$ cat src/rtl/i2c_txn_arbiter.sv
// i2c_txn_arbiter
//   Shares one byte-level I2C controller between NUM_REQ requesters.
//   Requests are granted round-robin. The winner's command is latched and
//   presented to the controller, and the completion (read byte, ack status)
//   is returned only to that requester as a one-cycle pulse.
//
// Optional build macro: I2C_ARB_TIMEOUT_EN
//   When defined, a transaction that runs TIMEOUT_CYCLES cycles from issue is
//   forced to complete with rsp_timeout=1 and rsp_ack_error=1. After such a
//   timeout, and in general, no new grant is made while m_busy is still high.
//   When undefined, the arbiter waits for the controller indefinitely and
//   rsp_timeout is tied to 0.
//
// Ports
//   clock, reset                  system clock, asynchronous active-high reset
//   req_valid/rw/addr/wdata       per-requester commands (packed, requester i
//                                 at [i*W +: W])
//   req_ready                     one-hot accept, only in IDLE
//   rsp_valid                     one-hot one-cycle completion pulse
//   rsp_rdata/ack_error/timeout   shared completion fields, qualified by rsp_valid
//   m_rw/slave_addr/tx_data/ready command to the I2C controller
//   m_busy/valid/rx_data/ack_error status from the I2C controller
//   arb_busy                      high whenever a transaction is in flight
//   grant_id                      index of the current or last winner
//
// FSM states
//   state     | meaning
//   IDLE      | waiting for a request; req_ready marks the round-robin winner
//   ISSUE     | m_ready asserted, waiting for the controller to go busy
//   WAIT_DONE | controller busy; capturing read data and ack errors
//   RESPOND   | one-cycle rsp_valid to the winner; update round-robin pointer

module i2c_txn_arbiter #(
    parameter int NUM_REQ        = 4,
    parameter int ADDR_WIDTH     = 7,
    parameter int DATA_WIDTH     = 8,
    parameter int TIMEOUT_CYCLES = 65536,
    localparam int GW            = (NUM_REQ > 1) ? $clog2(NUM_REQ) : 1
) (
    input  logic                          clock,
    input  logic                          reset,
    input  logic [NUM_REQ-1:0]            req_valid,
    input  logic [NUM_REQ-1:0]            req_rw,
    input  logic [NUM_REQ*ADDR_WIDTH-1:0] req_addr,
    input  logic [NUM_REQ*DATA_WIDTH-1:0] req_wdata,
    output logic [NUM_REQ-1:0]            req_ready,
    output logic [NUM_REQ-1:0]            rsp_valid,
    output logic [DATA_WIDTH-1:0]         rsp_rdata,
    output logic                          rsp_ack_error,
    output logic                          rsp_timeout,
    output logic                          m_rw,
    output logic [ADDR_WIDTH-1:0]         m_slave_addr,
    output logic [DATA_WIDTH-1:0]         m_tx_data,
    output logic                          m_ready,
    input  logic                          m_busy,
    input  logic                          m_valid,
    input  logic [DATA_WIDTH-1:0]         m_rx_data,
    input  logic                          m_ack_error,
    output logic                          arb_busy,
    output logic [GW-1:0]                 grant_id
);

    typedef enum logic [1:0] {IDLE, ISSUE, WAIT_DONE, RESPOND} state_t;

    state_t                  state;
    state_t                  state_nxt;
    logic [GW-1:0]           last_grant;
    logic [NUM_REQ-1:0]      win_onehot;
    logic [GW-1:0]           win_idx;
    logic                    any_valid;
    logic                    grant_ok;
    logic                    accept;
    logic                    sel_rw;
    logic [ADDR_WIDTH-1:0]   sel_addr;
    logic [DATA_WIDTH-1:0]   sel_wdata;
    logic                    err_flag;
    logic                    expire;

    // Round-robin search starting just above the last winner.
    always_comb begin
        int            t;
        logic [GW-1:0] idx;
        win_onehot = '0;
        win_idx    = '0;
        any_valid  = 1'b0;
        for (int k = 0; k < NUM_REQ; k++) begin
            t = int'(last_grant) + 1 + k;
            if (t >= NUM_REQ) t = t - NUM_REQ;
            idx = GW'(t);
            if (!any_valid && req_valid[idx]) begin
                any_valid       = 1'b1;
                win_idx         = idx;
                win_onehot[idx] = 1'b1;
            end
        end
    end

    // Only the winner's fields reach the command registers.
    always_comb begin
        sel_rw    = 1'b0;
        sel_addr  = '0;
        sel_wdata = '0;
        for (int i = 0; i < NUM_REQ; i++) begin
            sel_rw    = sel_rw | (req_rw[i] & win_onehot[i]);
            sel_addr  = sel_addr  | (req_addr[i*ADDR_WIDTH +: ADDR_WIDTH] & {ADDR_WIDTH{win_onehot[i]}});
            sel_wdata = sel_wdata | (req_wdata[i*DATA_WIDTH +: DATA_WIDTH] & {DATA_WIDTH{win_onehot[i]}});
        end
    end

`ifdef I2C_ARB_TIMEOUT_EN
    localparam int TW = $clog2(TIMEOUT_CYCLES + 1);

    logic [TW-1:0] to_cnt;
    logic          tout_flag;
    logic          timeout_hit;

    // A timed-out controller may still be busy; hold off the next grant.
    assign grant_ok    = ~m_busy;
    assign timeout_hit = (to_cnt == TW'(TIMEOUT_CYCLES - 1));
    // A genuine completion in the same cycle wins over the timeout.
    assign expire      = timeout_hit & ((state == ISSUE) | ((state == WAIT_DONE) & m_busy));
    assign rsp_timeout = (state == RESPOND) & tout_flag;

    always_ff @(posedge clock or posedge reset) begin
        if (reset) begin
            to_cnt    <= '0;
            tout_flag <= 1'b0;
        end else begin
            if (accept) begin
                to_cnt    <= '0;
                tout_flag <= 1'b0;
            end else if ((state == ISSUE) || (state == WAIT_DONE)) begin
                to_cnt <= to_cnt + 1'b1;
            end
            if (expire) tout_flag <= 1'b1;
        end
    end
`else
    assign grant_ok    = 1'b1;
    assign expire      = 1'b0;
    assign rsp_timeout = 1'b0;
`endif

    assign accept = (state == IDLE) & grant_ok & any_valid;

    always_ff @(posedge clock or posedge reset) begin
        if (reset) state <= IDLE;
        else       state <= state_nxt;
    end

    always_comb begin
        state_nxt = state;
        case (state)
            IDLE:      if (accept) state_nxt = ISSUE;
            ISSUE: begin
                if (expire)      state_nxt = RESPOND;
                else if (m_busy) state_nxt = WAIT_DONE;
            end
            WAIT_DONE: if (!m_busy || expire) state_nxt = RESPOND;
            RESPOND:   state_nxt = IDLE;
            default:   state_nxt = IDLE;
        endcase
    end

    always_comb begin
        req_ready     = '0;
        m_ready       = 1'b0;
        rsp_valid     = '0;
        rsp_ack_error = 1'b0;
        arb_busy      = (state != IDLE);
        case (state)
            IDLE:    if (grant_ok) req_ready = win_onehot;
            ISSUE:   m_ready = ~expire;
            RESPOND: begin
                for (int i = 0; i < NUM_REQ; i++) rsp_valid[i] = (grant_id == GW'(i));
                rsp_ack_error = err_flag;
            end
            default: ;
        endcase
    end

    always_ff @(posedge clock or posedge reset) begin
        if (reset) begin
            m_rw         <= 1'b0;
            m_slave_addr <= '0;
            m_tx_data    <= '0;
            grant_id     <= '0;
            rsp_rdata    <= '0;
            err_flag     <= 1'b0;
            last_grant   <= GW'(NUM_REQ - 1);
        end else begin
            case (state)
                IDLE: begin
                    if (accept) begin
                        m_rw         <= sel_rw;
                        m_slave_addr <= sel_addr;
                        m_tx_data    <= sel_wdata;
                        grant_id     <= win_idx;
                        rsp_rdata    <= '0;
                        err_flag     <= 1'b0;
                    end
                end
                WAIT_DONE: begin
                    if (m_valid)     rsp_rdata <= m_rx_data;
                    if (m_ack_error) err_flag  <= 1'b1;
                end
                RESPOND: last_grant <= grant_id;
                default: ;
            endcase
            if (expire) err_flag <= 1'b1;
        end
    end

endmodule

$ cat config.mk
export PLATFORM = sky130hd
export DESIGN_NAME = i2c_txn_arbiter
export DESIGN_NICKNAME = d
export VERILOG_FILES = /design/src/rtl/i2c_txn_arbiter.sv
export SDC_FILE = /design/constraint.sdc
export NUM_CORES = 1
export LEC_CHECK = 0
export BUFFER_PORTS_ARGS = -buffer_cell sky130_fd_sc_hd__buf_2
export CAP_MARGIN = 20
export CORE_MARGIN = 3
export CORE_UTILIZATION = 44
export CTS_CLUSTER_SIZE = 20
export DETAILED_ROUTE_END_ITERATION = 16
export PLACE_DENSITY = 0.8
export SYNTH_ARGS = -nofsm -noshare
export SYNTH_HDL_FRONTEND = slang
export SYNTH_SLANG_ARGS = --single-unit
$ cat constraint.sdc
create_clock -name clock -period 5.2 [get_ports clock]
set_input_delay 0.78 -clock clock [delete_from_list [all_inputs] [get_ports clock]]
set_output_delay 0.78 -clock clock [all_outputs]
set_load 0.03 [all_outputs]
Yosys cells after proc, flatten, opt, wreduce, memory -nomap -nowiden. Cells that the tools add are included. Widths: inputs -> output; s select.

Add/subtract/negate cells: 8. Magnitude comparators: 12. Equality and inequality tests: 11. Multiplexer cells: 46. Bitwise logic cells: 25. Reductions and logical operators: 18.

Operators with widths (count): $and 8x8->8 (4); $and 7x7->7 (4); $mux 4 (6); $or 8x8->8 (3); $mux 2 (11); $or 7x7->7 (3); $mux 1 (16); $mux 8 (2); $pmux 8 s2 (1); $ge 4x3->1 const B (3); $lt 2x3->1 const B (4); $or 4x4->4 (3); $ne 2x2->1 const B (5); $reduce_and 3->1 (3); $add 3x2->4 const B (2); $bmux 1 s2 (4); $demux 1 s2 (4); $eq 2x2->1 const B (4); $ge 2x1->1 const B (4); $pmux 2 s4 (1); $sub 2x1->2 const B (4); $logic_and 1x1->1 (7); $and 1x1->1 (5); $add 3x1->4 const B (1); 9 further kinds (16).

Register bits: 31. Input bits: 81. Output and inout port bits: 38. Logic and storage cells: 128.

Depth between registers and ports, before layout. Gate-level depths: netlist of the first run.

Depth after elaboration: 19. Depth in mapped cells: 12. Mapped depth without buffers: 8.

Worst setup path after synthesis of the first run. Ideal clock, no wire load.

Path kind: reg-to-output. Start: reg last_grant[0]. End: out req_ready[0]. Data arrival time: 3.067 ns. Required time: 4.420 ns. Path slack: 1.353 ns. Stages on the path, launching flop included: 12. Buffers on the path: 4. Cell sequence: dfstp_2 buf_4 clkinv_1 ha_1 clkbuf_1 nor2_1 mux2i_1 o31ai_1 a311o_1 buf_2 buf_2 and2_1.

Cells in the longest elaborated chain, start to end: 16. Elaborated cells on any way between the ends: 61. Classes of those cells: add/sub: 8; order compare: 12; mux: 28; bitwise: 3; reduce/logical: 10.

Ends and longest elaborated chain: from (decl) (line 67) `logic [GW-1:0] last_grant;`; from (signal assigned) (line 190) `last_grant <= GW'(NUM_REQ - 1);`; from (signal assigned) (line 207) `RESPOND: last_grant <= grant_id;`; $add 2x1->3 * (line 87) `t = int'(last_grant) + 1 + k;`; parallel branches: the longest is 13 deep, another holds $add 3x1->4; $mux 4 * (line 90) `if (!any_valid && req_valid[idx]) begin`; $mux 4 * (line 171) `case (state)`; to (decl) (line 46) `output logic [NUM_REQ-1:0] req_ready,`.

Mark *: on every way between the ends. The select of a mux whose other input is x is not followed.

Final worst setup path of the first run.
Start: reg last_grant[0]. End: out req_ready[1].

Same word-level chain as after synthesis.

==> metrics.txt, run 1 <==
Net Count, Synth 356; Cell Chain, Critical Path clkinv_1 > ha_1 > mux2_2 > mux2i_1 > nand4_1 > nand4_1 > buf_4 > and2_1 > buf_2; Post-synth top flop dfrtp_1; Seq/Total Area, Yosys 33.7%; total track usage 21.7%; Die ar. 0.00616 mm²; Post-CTS Setup Repair Bufs 0; TritonRoute pass-1 iters 4; hpwl dp 5250 µm; fin crit share 87.4%; Cell variety after synth 50; most frequent cells in the layout buf_2, nand2_1, dfrtp_1; cell mode on critical path nand4_1; H-tree depth 2; P_leak 0.00141 µW; worst-margin pin slew 676 ps; Clock Latency Late Sink 280 ps; status completed; number of synthesized flops with an enable pin 0; CP endpoint kind output pin; vias in the first global route 2245; worst r2r dst m_tx_data[7]$_DFFE_PP0P_; area growth from synthesis to layout 29.1%; commonest non-fill, non-tap cell in the layout buf_2; Post-Synthesis Cell Area 0.00231 mm²; setup violators final 0; Crit path buffers/inverters 3; RSZ-0062 raised after global routing false; Clock Root Buffer clkbuf_8; Worst VDD drop 0.430 mV; Num CTS Buffers 5; required time of the critical path 4420 ps; Yosys reg bits 31; clock-pin slew on the worst setup and hold paths 60 ps; critical path's top delay family multiplexers; n_diodes 0; routability cong. 0.960; CP max-delay cell dfstp_2; # fillers 440; worst-path maximum fanout 23; CP Depth 9; Max-Cap Viols 0; Min-Delay Path Class register to register; syn avg cell area 8.75 µm²; Resized Gates After CTS 0; first-pass GRT wire length 10700 µm; Post-synth ARST share 100%; Final Hold Viols 0; initial antenna violation count 0; Vias 2457; synthesized instance count 264; Power Dens Cells 701 mW/mm²; Core ar. 0.00491 mm²; Clock Sinks 31; CP startpoint last_grant[0]$_DFFE_PP1P_; # IOs 119; layout cells sized above 1 38.6%; largest net degree at the start of global routing 33; FP Rows 25; Via-to-Cell Ratio 5.58; Critical Path Max Stage Delay 800 ps; Final Critical Period 4540 ps; Worst Skew 6.30 ps; Critical Path Start Type register; Total Power 2090 µW; DRC violations left 0; RR Startpoint last_grant[0]$_DFFE_PP1P_; CTS tree done; setup TNS 0 ps; WS Path Type register to output pin; Initial DRC Count 93; Max clock buf depth 2; Final #Nets 465; Slew Limit Fails 0; Fmax 220 MHz; CP endpoint req_ready[1]; Chip Width 78.5 µm; cts hold-fix bufs 0; Initial Util 47.1%; grt total ovfl 0; Avg WL per Cell 15.5 µm; die height 78.5 µm; smallest hold slack 502 ps; Antenna Nets Post-Route 0; worst slew margin relative to its limit 54.8%; setup slack, reg-to-reg 1290 ps; yosys warns 0; # port buffers 117; Reg2Reg Depth 8; Worst EP arrival 3760 ps; Total Wirelength 6800 µm
==> per-stage QoR <==
stage | utilization, % | setup slack (ps) | area (µm²) | cells
after floorplan | - | 1350 | 2310 | 264
after global placement | 59.0 | 1060 | 2900 | 433
after detailed placement | 59.0 | 1020 | 2900 | 433
after CTS | 60.8 | 705 | 2980 | 440
after global routing | 60.8 | 368 | 2980 | 440
final | 60.8 | 657 | 2980 | 440
==> kinds of logic after synthesis <==
kind of cell | synth area share (%)
flops | 33.7
mux | 7.31
compound gates | 25.2
fa+ha+maj | 5.96
other cells | 0.162
simple gates | 20.1
buf+inv | 7.20
xor+xnor | 0.379
==> synthesized netlist by cell type (3+ instances only) <==
library cell  number  share of area, %
nand3_1           10               2.2
mux2i_1            3               1.3
o21ai_0            5               1.1
a21oi_1            7               1.5
nand3b_1           3              0.97
dfrtp_1           29                31
nor2_1            24               3.9
o22ai_1            3              0.81
mux2_2             7               3.4
a22oi_1           16               5.2
ha_1              11               6.0
buf_2             10               2.2
clkbuf_1           5              0.81
a41oi_1           16               6.1
nand2_1           41               6.7
and2_1             5               1.4
inv_1             10               1.6
and3_1             3              0.81
nand4_1            5               1.4
a22o_1            10               3.8
==> final cells by class <==
type / count / area, µm² / share of cell area (%)
Tap cell: 67 / 83.8 / 2.81
Multi-Input combinational cell: 201 / 1370 / 45.8
Timing Repair Buffer: 122 / 623 / 20.9
Inverter: 12 / 45.0 / 1.51
Clock buffer: 6 / 82.6 / 2.77
Clock inverter: 1 / 5.00 / 0.168
Sequential cell: 31 / 778 / 26.1
==> layer usage <==
| layer | wire length (µm) | share of wire, % | global-route usage [%] | vias to the layer above |
|---|---|---|---|---|
| met5 | 0 | 0 | 0 | - |
| met2 | 3480 | 51 | 37.1 | 111 |
| li1 | - | - | - | 1201 |
| met4 | 153 | 2.3 | 8.92 | 0 |
| met1 | 2710 | 40 | 26.3 | 1129 |
| met3 | 456 | 6.7 | 4.82 | 16 |
==> worst register-to-register path: cells and delay by family (launching register included) <==
family / cells / cell delay, ps
adder cells (fa/ha/maj): 1 / 600
AO/OA/AOI/OAI: 2 / 440
AND/OR/NAND/NOR: 2 / 730
flip-flops: 1 / 800
multiplexers: 2 / 860
buffers and inverters: 1 / 380
==> worst min path at each step <==
stage | start | end | slack (ps) | depth (start not counted)
6_report | rsp_rdata[0]$_DFFE_PP0P_ | rsp_rdata[0]$_DFFE_PP0P_ | 500 | 1
5_1_grt | rsp_rdata[7]$_DFFE_PP0P_ | rsp_rdata[7]$_DFFE_PP0P_ | 530 | 1
4_1_cts | rsp_rdata[0]$_DFFE_PP0P_ | rsp_rdata[0]$_DFFE_PP0P_ | 510 | 1
3_5_place_dp | rsp_rdata[0]$_DFFE_PP0P_ | rsp_rdata[0]$_DFFE_PP0P_ | 490 | 1
3_3_place_gp | rsp_rdata[1]$_DFFE_PP0P_ | rsp_rdata[1]$_DFFE_PP0P_ | 480 | 1
2_1_floorplan | err_flag$_DFFE_PP0P_ | err_flag$_DFFE_PP0P_ | 500 | 2
==> flip-flops by register name, summed over array words and instances (netlist names) <==
signal,flops
last_grant,2
err_flag,1
m_slave_addr,7
grant_id,2
rsp_rdata,8
state,2
m_rw,1
m_tx_data,8
==> where the power goes <==
part | switching, µW | total (µW) | leakage (µW) | internal [µW]
registers | 91.5 | 458 | 0.000366 | 367
clock network | 85.6 | 189 | 0.0000470 | 104
logic | 920 | 1450 | 0.00100 | 525
total | 1100 | 2090 | 0.00141 | 996
(Power assumes the default switching activity.)
==> run 2: changes to the inputs <==
Settings changed: MAX_ROUTING_LAYER set to met4.
==> run 2 against run 1 <==
Count of clock-buffer cells in the layout stayed put. Cell count increased by 0.23%. Power rose by 2.3%. Critical path type unchanged. Non-clock buffer count up 1. Clock skew is 0.81 ps higher. Worst setup slack improved by 110 ps. First-iteration DRC count up 49%. Combinational power up 3%.
==> metrics.txt, run 2 (same netlist as run 1, synthesis figures left out) <==
# fillers 425 (-3.4%); Avg WL per Cell 15.9 µm (+3.2%); H-tree depth 2 (unchanged); Reg2Reg Depth 8 (unchanged); most frequent cells in the layout buf_2, nand2_1, dfrtp_1; Initial Util 47.1% (unchanged); Core ar. 0.00491 mm² (unchanged); WS Path Type register to output pin; Hold Path Cell Cnt 1 (unchanged); setup slack at placement 1050 ps (+35.2 ps); Worst EP arrival 3660 ps (-100 ps); CP Depth 7 (-2); CP max-delay cell dfstp_2; setup TNS 0 ps (unchanged); critical path's top delay family compound AO/OA/AOI/OAI gates; top flop regs m_tx_data x8, rsp_rdata x8, m_slave_addr x7; Min-Delay Path Class register to register; Total Power 2140 µW (+2.3%); CP endpoint kind output pin; largest net degree at the start of global routing 36 (+9.1%); worst slew margin relative to its limit 54.2% (-0.60 points); Via-to-Cell Ratio 5.73 (+2.6%); Chip Width 78.5 µm (unchanged); total track usage 22.0% (+0.35 points); commonest non-fill, non-tap cell in the layout buf_2; fin crit share 85.3% (-2.1 points); Cell Chain, Critical Path clkinv_1 > ha_1 > mux4_2 > o31ai_1 > a311o_1 > and2_1 > buf_2; Vias 2526 (+2.8%); clock-pin slew on the worst setup and hold paths 60 ps (about the same); worst-path maximum fanout 23 (unchanged); Slew Limit Fails 0 (unchanged); worst-margin pin slew 687 ps (+10.9 ps); Initial DRC Count 139 (+49%); P_leak 0.00143 µW (+0.78%); n_diodes 0 (unchanged); TritonRoute pass-1 iters 5 (+1); FP Rows 25 (unchanged); CTS tree done; Worst VDD drop 0.477 mV (+11%); Clock Latency Late Sink 290 ps (about the same); # IOs 119 (unchanged); Die ar. 0.00616 mm² (unchanged); first-pass GRT wire length 10600 µm (-0.64%); Final #Nets 466 (+0.22%); Crit path buffers/inverters 2 (-1); status completed; # port buffers 117 (unchanged); Final Hold Viols 0 (unchanged); Fmax 225 MHz (+2.4%); layout cells sized above 1 38.8% (+0.16 points); post-route setup slack 765 ps (+108 ps); Max clock buf depth 2 (unchanged); Antenna Nets Post-Route 0 (unchanged); Clock Sinks 31 (unchanged); required time of the critical path 4420 ps (about the same); Util after Layout 61.3% (+0.56 points); Critical Path Start Type register; area growth from synthesis to layout 30.3%; Total Wirelength 7030 µm (+3.4%); Critical Path Max Stage Delay 820 ps (+20 ps); setup violators final 0 (unchanged); hpwl dp 5170 µm (-1.5%); RSZ-0062 raised after global routing false; Final Critical Period 4440 ps (-108 ps); Num CTS Buffers 5 (unchanged); routability cong. 0.903 (-5.9%); Clock Root Buffer clkbuf_8; Post-CTS Setup Repair Bufs 0 (unchanged); Max-Cap Viols 0 (unchanged); Power Dens Cells 711 mW/mm² (+1.4%); Resized Gates After CTS 0 (unchanged); initial antenna violation count 0 (unchanged); die height 78.5 µm (unchanged); DRC violations left 0 (unchanged); cts hold-fix bufs 0 (unchanged); vias in the first global route 2216 (-1.3%); Worst Skew 7.11 ps (+0.807 ps); grt total ovfl 0 (unchanged)
run 2: changes by cell type in the layout (fill, tap and decap cells not counted), sizes merged:
cell | before | now
buf | 122 | 123
run 2: worst register-to-register path: cells and delay by family (launching register included):
| family | cells | cell delay (ps) |
|---|---|---|
| buffers and inverters | 1 | 170 |
| DFF | 1 | 820 |
| and+or+nand+nor | 2 | 720 |
| adders and majority gates | 1 | 510 |
| AOI/OAI and AO/OA | 2 | 430 |
| muxes | 2 | 910 |
run 2: metal layers:
metal / global-route usage, % / vias up / share of wire, %
met5: - / - / 0
li1: - / 1202 / -
met3: 3.56 / 20 / 7.0
met1: 27.3 / 1187 / 41
met2: 37.1 / 117 / 50
met4: 6.64 / 0 / 2.3
run 2: area by class of cell:
class	count	area (µm²)	share of cell area, %
multi-input combinational	201	1370	45.4
clock inverter	1	5.00	0.166
clock buffer	6	82.6	2.74
inverter	12	45.0	1.50
tap	67	83.8	2.78
timing repair buffer	123	651	21.6
sequential	31	778	25.8
run 2: worst paths after layout:
path	to	start	slack (ps)
setup / recovery	req_ready[0]	last_grant[0]$_DFFE_PP1P_	760
hold / removal	rsp_rdata[2]$_DFFE_PP0P_	rsp_rdata[2]$_DFFE_PP0P_	500
setup reg to reg	m_tx_data[7]$_DFFE_PP0P_	last_grant[0]$_DFFE_PP1P_	1550
hold reg to reg	rsp_rdata[2]$_DFFE_PP0P_	rsp_rdata[2]$_DFFE_PP0P_	500
max in group asynchronous	last_grant[1]$_DFFE_PP1P_	reset	4310
min in group asynchronous	m_slave_addr[6]$_DFFE_PP0P_	reset	570
run 2: where the power goes:
part / switching, µW / internal (µW) / leakage [µW] / total (µW)
Sequential: 95.3 / 367 / 0.000366 / 462
Clock: 89.9 / 104 / 0.0000470 / 194
Combinational: 938 / 548 / 0.00101 / 1490
Total: 1120 / 1020 / 0.00143 / 2140
run 2: through the flow:
stage               cell area [µm²]  std cells  hold WS, ps
detailed placement             2900        433          489
CTS                            2980        440          508
global placement               2900        433          484
floorplan                      2310        264          498
global route                   3010        441          520
finish                         3010        441          502
==> run 3: changes to the inputs <==
Settings changed: ABC_AREA set to 1.
==> run 3 against run 2 <==
Register-to-register slack gained 980 ps. Worst setup slack gained 1200 ps. Non-clock buffer count shrank 5. Clock power grew 25%. Sequential power shrank 7.6%. Global-route usage shrank 1.5 points. Combinational power grew 9%. Cell count grew 18%.
==> metrics.txt, run 3 <==
status completed; Seq/Total Area, Yosys 34.4% (+0.73 points); Critical Path Max Stage Delay 600 ps (-220 ps); FP Rows 25 (unchanged); Initial DRC Count 49 (-65%); required time of the critical path 4420 ps (about the same); top flop regs m_tx_data x8, rsp_rdata x8, m_slave_addr x7; Chip Width 77.7 µm (-0.98%); synth cell count leaders nand2_1, nor2_1, dfrtp_1; Total Wirelength 6270 µm (-11%); Final #Nets 545 (+17%); synthesized instance count 338 (+28%); Slew Limit Fails 0 (unchanged); die height 77.7 µm (-0.98%); Power Dens Cells 767 mW/mm² (+7.9%); setup TNS 0 ps (unchanged); Initial Util 46.7% (-0.40 points); commonest non-fill, non-tap cell in the layout nand2_1; Hold Path Cell Cnt 2 (+1); Worst Skew 5.66 ps (-1.45 ps); Antenna Nets Post-Route 0 (unchanged); Min-Delay Path Class register to register; Cell variety after synth 31 (-38%); layout cells sized above 1 33.3% (-5.5 points); initial antenna violation count 0 (unchanged); Post-synth ARST share 100% (unchanged); Post-Synthesis Cell Area 0.00226 mm² (-2.1%); Worst VDD drop 0.352 mV (-26%); cts hold-fix bufs 0 (unchanged); hpwl dp 4750 µm (-8.1%); CP max-delay cell dfstp_2; number of synthesized flops with an enable pin 0 (unchanged); Via-to-Cell Ratio 4.81 (-16%); largest net degree at the start of global routing 38 (+5.6%); post-synthesis simple-gate area fraction 43.2% (+23 points); setup violators final 0 (unchanged); post-synth top area share 32.1% (+0.68 points); # port buffers 117 (unchanged); largest family of logic cells by synthesized area simple AND/OR/NAND/NOR gates; CP endpoint kind output pin; worst-path maximum fanout 9 (-61%); Core ar. 0.00485 mm² (-1.3%); syn avg cell area 6.69 µm² (-24%); mux share of post-synthesis cell area 0.442% (-6.9 points); Synth Area in Adders 6.08% (+0.13 points); grt total ovfl 0 (unchanged); H-tree depth 2 (unchanged); worst slew margin relative to its limit 60.3% (+6.1 points); routability cong. 0.884 (-2.2%); RSZ-0062 raised after global routing false; P_leak 0.00165 µW (+16%); cell with the most instances after synthesis nand2_1; Avg WL per Cell 12.0 µm (-25%); Yosys reg bits 31 (unchanged); CTS tree done; yosys warns 0 (unchanged); fin crit share 62.0% (-23 points); Cell Chain, Critical Path inv_2 > ha_1 > inv_1 > nand3_2 > nand2_4 > inv_2 > nand2_2 > nor2_1 > nand2_1 > a31oi_1 > buf_2; Post-CTS Setup Repair Bufs 0 (unchanged); Synth area leaders dfrtp_1, nand2_1, nor2_1; total track usage 20.5% (-1.5 points); n_diodes 0 (unchanged); xor/xnor share of the synthesized area 0.387% (+0.0082 points); most frequent cells in the layout nand2_1, buf_2, nor2_1; Final Hold Viols 0 (unchanged); cell mode on critical path inv_2; Final Critical Period 3220 ps (-1210 ps); Num CTS Buffers 5 (unchanged); Total Power 2290 µW (+7.0%); # IOs 119 (unchanged); Clock Sinks 31 (unchanged); Reg2Reg Depth 12 (+4); post-synth top area cell dfrtp_1; Synth Area in Compound Gates 8.02% (-17 points); Resized Gates After CTS 0 (unchanged); Critical Path Start Type register; first-pass GRT wire length 9830 µm (-7.6%); Max clock buf depth 2 (unchanged); worst-margin pin slew 594 ps (-92.5 ps); Fmax 310 MHz (+38%); clock-pin slew on the worst setup and hold paths 70 ps (about the same); DRC violations left 0 (unchanged); vias in the first global route 2242 (+1.2%); Clock Latency Late Sink 280 ps (about the same); Net Count, Synth 430 (+21%); Worst EP arrival 2440 ps (-1220 ps); WS Path Type register to output pin; Post-synth top flop dfrtp_1; area growth from synthesis to layout 32.0%; Vias 2507 (-0.75%); TritonRoute pass-1 iters 4 (-1); Clock Root Buffer clkbuf_8; Die ar. 0.00604 mm² (-2.0%); Max-Cap Viols 0 (unchanged)
-- run 3: cell types whose count changed in the layout (fill, tap and decap cells not counted), moves of 7 or more --
cell / previous run / this run
nand2_1: 41 / 127
nor2_1: 24 / 58
a41oi_1: 16 / 0
a22oi_1: 16 / 1
nand3_1: 10 / 24
a22o_1: 10 / 0
inv_1: 10 / 20
mux2_2: 7 / 0
o21ai_1: 2 / 9
-- run 3: cell families after synthesis --
group           after synthesis
mux                           1
simple gates                228
buf+inv                      35
other cells                   1
flops                        31
compound gates               30
xor+xnor                      1
fa+ha+maj                    11
-- run 3: path summary, 6_finish.rpt --
path	start	slack [ps]	to
setup / recovery	last_grant[0]$_DFFE_PP1P_	1980	req_ready[1]
hold / removal	rsp_rdata[6]$_DFFE_PP0P_	490	rsp_rdata[6]$_DFFE_PP0P_
setup reg to reg	last_grant[0]$_DFFE_PP1P_	2530	m_slave_addr[1]$_DFFE_PP0P_
hold reg to reg	rsp_rdata[6]$_DFFE_PP0P_	490	rsp_rdata[6]$_DFFE_PP0P_
max in group asynchronous	reset	4310	last_grant[0]$_DFFE_PP1P_
min in group asynchronous	reset	560	rsp_rdata[4]$_DFFE_PP0P_
-- run 3: stage by stage --
stage / util (%) / setup slack (ps) / instance area, µm² / cells / hold slack, ps
2_1_floorplan: - / 2230 / 2260 / 338 / 501
3_3_place_gp: 59.1 / 2330 / 2870 / 513 / 474
3_5_place_dp: 59.1 / 2290 / 2870 / 513 / 479
4_1_cts: 61.6 / 1980 / 2990 / 521 / 497
5_1_grt: 61.6 / 1760 / 2990 / 521 / 513
6_report: 61.6 / 1980 / 2990 / 521 / 488
-- run 3: area by class of cell --
type                            count  area [µm²]
Clock inverter                      2        35.0
Tap cell                           67        83.8
Fill cell                         456        1860
Multi-Input combinational cell    272        1320
Sequential cell                    31         778
Clock buffer                        6        82.6
Timing Repair Buffer              118         593
Inverter                           25        93.8
-- run 3: per-layer routing --
metal | track usage (%) | share of wire (%)
met5 | - | 0
met4 | 3.20 | 0.43
met3 | 4.87 | 7.4
met2 | 36.7 | 48
met1 | 23.7 | 44
-- run 3: report_power, final --
part           leakage, µW  switching, µW  internal (µW)  total, µW
clock            0.0000612           87.3            155        242
combinational      0.00122           1140            484       1620
sequential        0.000369           65.7            361        427
-- run 3: worst max-delay path: cells and delay by family, from the launching register on --
family                     cells  cell delay, ps
DFF                            1             600
and+or+nand+nor                5             520
buffers and inverters          4             500
adders and majority gates      1             380
AOI/OAI and AO/OA              1             170
